**config.mk**
```make
export PLATFORM = sky130hd
export DESIGN_NAME = voxel_fetch_master_flat
export DESIGN_NICKNAME = d
export VERILOG_FILES = /design/src/rtl/voxel_fetch_master_if.sv /design/src/rtl/voxel_fetch_master.sv /design/src/flat_wrapper.sv
export SDC_FILE = /design/constraint.sdc
export NUM_CORES = 1
export LEC_CHECK = 0
export CAP_MARGIN = 10
export CORE_UTILIZATION = 61
export DETAILED_ROUTE_END_ITERATION = 8
export MAX_ROUTING_LAYER = met4
export PLACE_DENSITY = 0.86
export SETUP_SLACK_MARGIN = 0.05
export SYNTH_ARGS = -nofsm -noshare
export SYNTH_HDL_FRONTEND = slang
export SYNTH_SLANG_ARGS = --single-unit
```
**constraint.sdc**
```tcl
create_clock -name clock -period 8.3 [get_ports clock]
set_clock_uncertainty 0.2 [all_clocks]
set_input_delay 1.245 -clock clock [delete_from_list [all_inputs] [get_ports clock]]
set_output_delay 1.245 -clock clock [all_outputs]
set_load 0.05 [all_outputs]
```
**src/rtl/voxel_fetch_master_if.sv**
```systemverilog
// Bus bundle for voxel_fetch_master: Avalon-MM byte read port (m1) and the
// 32-bit word stream toward the renderer.
interface voxel_fetch_master_if;
  logic [31:0] m1_address;
  logic        m1_read;
  logic        m1_waitrequest;
  logic [7:0]  m1_readdata;
  logic        m1_readdatavalid;
  logic [31:0] out_data;
  logic        out_valid;
  logic        out_ready;

  modport master (
    output m1_address, m1_read,
    input  m1_waitrequest, m1_readdata, m1_readdatavalid,
    output out_data, out_valid,
    input  out_ready
  );

  modport slave (
    input  m1_address, m1_read,
    output m1_waitrequest, m1_readdata, m1_readdatavalid,
    input  out_data, out_valid,
    output out_ready
  );
endinterface

```
**src/rtl/voxel_fetch_master.sv**
```systemverilog
// Avalon-MM byte read master: fetches word_count 32-bit words from base_addr,
// assembles them little-endian and streams them out through a credit-guarded FIFO.
module voxel_fetch_master #(
  parameter int unsigned FIFO_DEPTH      = 4,
  parameter int unsigned MAX_OUTSTANDING = 8
) (
  input  logic                        clock,
  input  logic                        reset,
  input  logic                        start,
  input  logic [31:0]                 base_addr,
  input  logic [31:0]                 word_count,
  output logic                        busy,
  output logic                        done,
  voxel_fetch_master_if.master        bus
);
  localparam int unsigned PW = $clog2(FIFO_DEPTH);
  localparam int unsigned CW = PW + 1;
  localparam int unsigned OW = $clog2(MAX_OUTSTANDING + 1);
  localparam logic [31:0] CREDIT_MAX = 32'(FIFO_DEPTH * 4);
  localparam logic [31:0] OS_MAX     = 32'(MAX_OUTSTANDING);

  typedef enum logic [1:0] {IDLE, ISSUE, DRAIN, DONE} state_t;

  state_t        state, state_nx;
  logic [31:0]   addr;
  logic [31:0]   bytes_to_issue;
  logic [29:0]   words_left;
  logic [OW-1:0] outstanding;
  logic [1:0]    byte_idx;
  logic [23:0]   asm_q;
  logic [31:0]   fifo_mem [FIFO_DEPTH];
  logic [PW-1:0] wr_ptr, rd_ptr;
  logic [CW-1:0] fifo_count;
  logic [31:0]   in_use;
  logic          active, issue, accept, resp, push, pop;
  logic          unused_wc;

  assign unused_wc = ^word_count[31:30];

  // Every byte already requested, being assembled or buffered holds a FIFO slot,
  // so a read is only issued while a free byte slot remains.
  always_comb begin
    active = (state == ISSUE) || (state == DRAIN);
    in_use = (32'(fifo_count) << 2) + 32'(byte_idx) + 32'(outstanding);
    issue  = (state == ISSUE) && (bytes_to_issue != '0) &&
             (32'(outstanding) < OS_MAX) && (in_use < CREDIT_MAX);
    accept = issue && !bus.m1_waitrequest;
    resp   = active && bus.m1_readdatavalid && (outstanding != '0);
    push   = resp && (byte_idx == 2'd3);
    pop    = (fifo_count != '0) && bus.out_ready;
  end

  always_comb begin
    state_nx = state;
    case (state)
      IDLE:    if (start) state_nx = (word_count[29:0] == '0) ? DONE : ISSUE;
      ISSUE:   if (accept && (bytes_to_issue == 32'd1)) state_nx = DRAIN;
      DRAIN:   if (pop && (words_left == 30'd1)) state_nx = DONE;
      DONE:    state_nx = IDLE;
      default: state_nx = IDLE;
    endcase
  end

  assign bus.m1_read    = issue;
  assign bus.m1_address = addr;
  assign bus.out_valid  = (fifo_count != '0);
  assign bus.out_data   = fifo_mem[rd_ptr];
  assign busy           = active;
  assign done           = (state == DONE);

  always_ff @(posedge clock) begin
    if (reset) begin
      state          <= IDLE;
      addr           <= '0;
      bytes_to_issue <= '0;
      words_left     <= '0;
      outstanding    <= '0;
      byte_idx       <= '0;
      asm_q          <= '0;
      wr_ptr         <= '0;
      rd_ptr         <= '0;
      fifo_count     <= '0;
      for (int unsigned i = 0; i < FIFO_DEPTH; i++) fifo_mem[i] <= '0;
    end else begin
      state <= state_nx;

      if ((state == IDLE) && start) begin
        addr           <= base_addr;
        bytes_to_issue <= {word_count[29:0], 2'b00};
        words_left     <= word_count[29:0];
      end else if (accept) begin
        addr           <= addr + 32'd1;
        bytes_to_issue <= bytes_to_issue - 32'd1;
      end

      case ({accept, resp})
        2'b10:   outstanding <= outstanding + OW'(1);
        2'b01:   outstanding <= outstanding - OW'(1);
        default: ;
      endcase

      if (resp) begin
        byte_idx <= byte_idx + 2'd1;
        case (byte_idx)
          2'd0:    asm_q[7:0]   <= bus.m1_readdata;
          2'd1:    asm_q[15:8]  <= bus.m1_readdata;
          2'd2:    asm_q[23:16] <= bus.m1_readdata;
          default: ;
        endcase
      end

      if (push) begin
        fifo_mem[wr_ptr] <= {bus.m1_readdata, asm_q};
        wr_ptr           <= wr_ptr + PW'(1);
      end

      if (pop) begin
        rd_ptr <= rd_ptr + PW'(1);
        if (active) words_left <= words_left - 30'd1;
      end

      case ({push, pop})
        2'b10:   fifo_count <= fifo_count + CW'(1);
        2'b01:   fifo_count <= fifo_count - CW'(1);
        default: ;
      endcase
    end
  end
endmodule

```
**src/flat_wrapper.sv**
```systemverilog
// flat-port wrapper written by rule: the top's interface ports become plain ports
module voxel_fetch_master_flat 
#(
  parameter int unsigned FIFO_DEPTH      = 4,
  parameter int unsigned MAX_OUTSTANDING = 8
)
  (clock, reset, start, base_addr, word_count, busy, done, bus_m1_address, bus_m1_read, bus_m1_waitrequest, bus_m1_readdata, bus_m1_readdatavalid, bus_out_data, bus_out_valid, bus_out_ready);
  voxel_fetch_master_if bus_i ();
  input  logic clock;
  input  logic reset;
  input  logic start;
  input  logic [31:0] base_addr;
  input  logic [31:0] word_count;
  output logic busy;
  output logic done;
  output wire logic [$bits(bus_i.m1_address)-1:0] bus_m1_address;
  output wire logic [$bits(bus_i.m1_read)-1:0] bus_m1_read;
  input wire logic [$bits(bus_i.m1_waitrequest)-1:0] bus_m1_waitrequest;
  input wire logic [$bits(bus_i.m1_readdata)-1:0] bus_m1_readdata;
  input wire logic [$bits(bus_i.m1_readdatavalid)-1:0] bus_m1_readdatavalid;
  output wire logic [$bits(bus_i.out_data)-1:0] bus_out_data;
  output wire logic [$bits(bus_i.out_valid)-1:0] bus_out_valid;
  input wire logic [$bits(bus_i.out_ready)-1:0] bus_out_ready;
  assign bus_m1_address = bus_i.m1_address;
  assign bus_m1_read = bus_i.m1_read;
  assign bus_i.m1_waitrequest = bus_m1_waitrequest;
  assign bus_i.m1_readdata = bus_m1_readdata;
  assign bus_i.m1_readdatavalid = bus_m1_readdatavalid;
  assign bus_out_data = bus_i.out_data;
  assign bus_out_valid = bus_i.out_valid;
  assign bus_i.out_ready = bus_out_ready;
  voxel_fetch_master #(.FIFO_DEPTH(FIFO_DEPTH), .MAX_OUTSTANDING(MAX_OUTSTANDING)) u_core (.clock(clock), .reset(reset), .start(start), .base_addr(base_addr), .word_count(word_count), .busy(busy), .done(done), .bus(bus_i));
endmodule
```
==> metrics.yaml <==
outcome:
  run_status: "finished, final reports clean"
critical_path:
  crit_arrival_ns: 3.19
  cp-end-kind: "output pin"
  crit_fanout: 11
  start_kind: "register"
  worstSetupPathType: "reg2out"
  crit_required_ns: 6.86
global_routing:
  grt_pass1_wl_um: 49400
  grt_pass1_vias: 9730
  antenna_found_initial: 0
  grt_max_degree: 107
  grt_overflow_total: 0
  grt_use_total: 0.300
logic_synthesis:
  yosys.area.top_type: "edfxtp_1"
  ys_seq_area_frac: 0.523
  synth_mux_area_frac: 0.0619
  syn-num-nets: 1335
  post_synth_most_frequent_cells: "nor2_1, dfxtp_1, edfxtp_1"
  synthAdderAreaFrac: 0.0226
  synth_top_area_share: 0.307
  yosys-top-cells-area: "edfxtp_1, dfxtp_1, nor2_1"
  synth-main-ff-cell: "dfxtp_1"
  synth-async-reset-ratio: 0
  synthXorXnorAreaFrac: 0.0469
  synth_edf_count: 128
  synth_cell_type_count: 63
  synth_compound_area_frac: 0.0953
  syn_inst: 1235
  yosysMostFrequentCell: "nor2_1"
  avgSynthCellArea_sq_um: 10.1
  yosys_warnings: 0
  synthSimpleGateAreaFrac: 0.214
  mappedNetlistArea_sq_um: 12500
  synth_top_family_by_area: "simple AND/OR/NAND/NOR gates"
  ys_ff_latch: 263
power:
  power.leakage_nw: 5.27
  power_w: 0.00398
  p_per_area_nw_per_um2: 265
  vdd_drop_max_uv: 201
finish:
  syn_to_final_growth_pct: 19.8
  instances_no_fill: 1636
  final_layout_size_suffix_gt1_frac: 0.0820
  diodes: 0
  final_util: 0.744
  final.fill_count: 1379
  nets: 1446
die:
  die_height_um: 145
  initial_utilization: 0.620
  coreArea_sq_um: 20200
  die_area_sq_um: 21100
  die_width_um: 145
  io_pins: 146
  core.rowCount: 52
place:
  post-place-cells: 1587
  hpwl_um: 19600
  gp_congestion: 0.875
  port_buffers: 143
sta:
  worst_slew_pin_slew_ns: 1.18
  whs_ns: 0.273
  hold_violations: 0
  fin_setup_tns_ns: 0
  fin_crit_ns: 4.64
  maxSlewHeadroom: 0.214
  period_share: 0.559
  max_freq_mhz: 216
  setup_viol: 0
  rsz0062_at_grt: "false"
  finalMaxSlewViolations: 0
cts:
  ctsResizeCount: 0
  cts.htree.levels: 1
  root_buffer: "clkbuf_16"
  clk_latency_ns: 0.52
  cts_setup_buffers: 0
  tritoncts: "yes"
  cts_made_buffers: 27
  cts_hold_buffers: 0
  cts_buffer_depth: 3
  path_clk_slew_ns: 0.06
  clock_sinks: 263
detailed_routing:
  drt-initial-drc-count: 780
  routedWlPerCell_um: 18.8
  dr.pass1.iters: 5
  vias: 9904
  routed_wl_um: 30700
  drcViolationCount: 0
  viasPerCell: 6.05
  ant_nets: 0
run:
  cap_violations: 0
min_path:
  hold_path.class: "reg2reg"
-- where the power goes --
part           total [W]  switching (W)  internal (W)
sequential       0.00167       0.000158       0.00151
combinational    0.00111       0.000707      0.000407
clock            0.00119       0.000493      0.000699
-- per-layer routing --
metal | part of all wire | wire length, um | GRT usage
met1 | 0.40 | 12200 | 0.359
met2 | 0.51 | 15800 | 0.527
met3 | 0.063 | 1930 | 0.0374
met4 | 0.026 | 804 | 0.100
met5 | 0 | 0 | -
-- kinds of logic after synthesis --
| kind of cell | after synthesis |
|---|---|
| flops | 263 |
| mux | 37 |
| compound gates | 173 |
| buf+inv | 119 |
| simple gates | 554 |
| fa+ha+maj | 22 |
| xor+xnor | 67 |
-- sequential cells by signal, indices dropped and copies added (netlist names), named ones only --
name and flops:
u_core.outstanding 4, u_core.words_left 30, u_core.fifo_mem 128, u_core.asm_q 24, u_core.bus.m1_address 32, u_core.state 2
u_core.fifo_count 3, u_core.byte_idx 2, u_core.bytes_to_issue 32, u_core.wr_ptr 2, u_core.rd_ptr 2
-- layout make-up --
| class | instances | area (sq um) | area share |
|---|---|---|---|
| well taps | 270 | 338 | 0.0225 |
| clock inverters | 16 | 159 | 0.0106 |
| inverters | 47 | 176 | 0.0118 |
| repair buffers | 154 | 1510 | 0.101 |
| clock buffers | 33 | 708 | 0.0472 |
| multi-input cells | 853 | 5560 | 0.370 |
| flip-flops and latches | 263 | 6550 | 0.437 |
-- layout by cell type, fill, tap and decap left out, types with 33 or more instances in the layout --
cell type,n
and2_1,38
xnor2_1,33
dfxtp_1,133
nand2_1,119
nor3_1,36
clkdlybuf4s50_1,142
inv_1,46
nor2_1,200
edfxtp_1,128
a21oi_1,48
a211oi_1,62
xor2_1,34
-- critical path, cell delays in order, from the launching register on --
cell and delay [ns]:
dfxtp_1 0.35, inv_1 0.08, ha_1 0.18, or3b_2 0.53, nor4_4 0.43, a311oi_2 0.16, buf_4 0.22, clkdlybuf4s50_1 0.72
-- path summary, 6_finish.rpt --
path	start	to	slack, ns	depth (start not counted)
worst max-delay path	u_core.bytes_to_issue[0]$_SDFFE_PP0P_	bus_m1_read	3.66	7
worst min-delay path	u_core.asm_q[22]$_SDFFE_PP0P_	u_core.asm_q[22]$_SDFFE_PP0P_	0.27	2
worst max register to register	u_core.bytes_to_issue[0]$_SDFFE_PP0P_	u_core.outstanding[2]$_SDFFE_PP0P_	3.84	14
worst min register to register	u_core.asm_q[22]$_SDFFE_PP0P_	u_core.asm_q[22]$_SDFFE_PP0P_	0.27	2
-- stage by stage --
step	worst slack [ns]	area [sq um]
after global placement	3.47	14100
after floorplan	4.51	12500
after CTS	3.65	15000
after detailed placement	3.43	14100
after global routing	3.55	15000
final	3.66	15000
(Power assumes the default switching activity.)
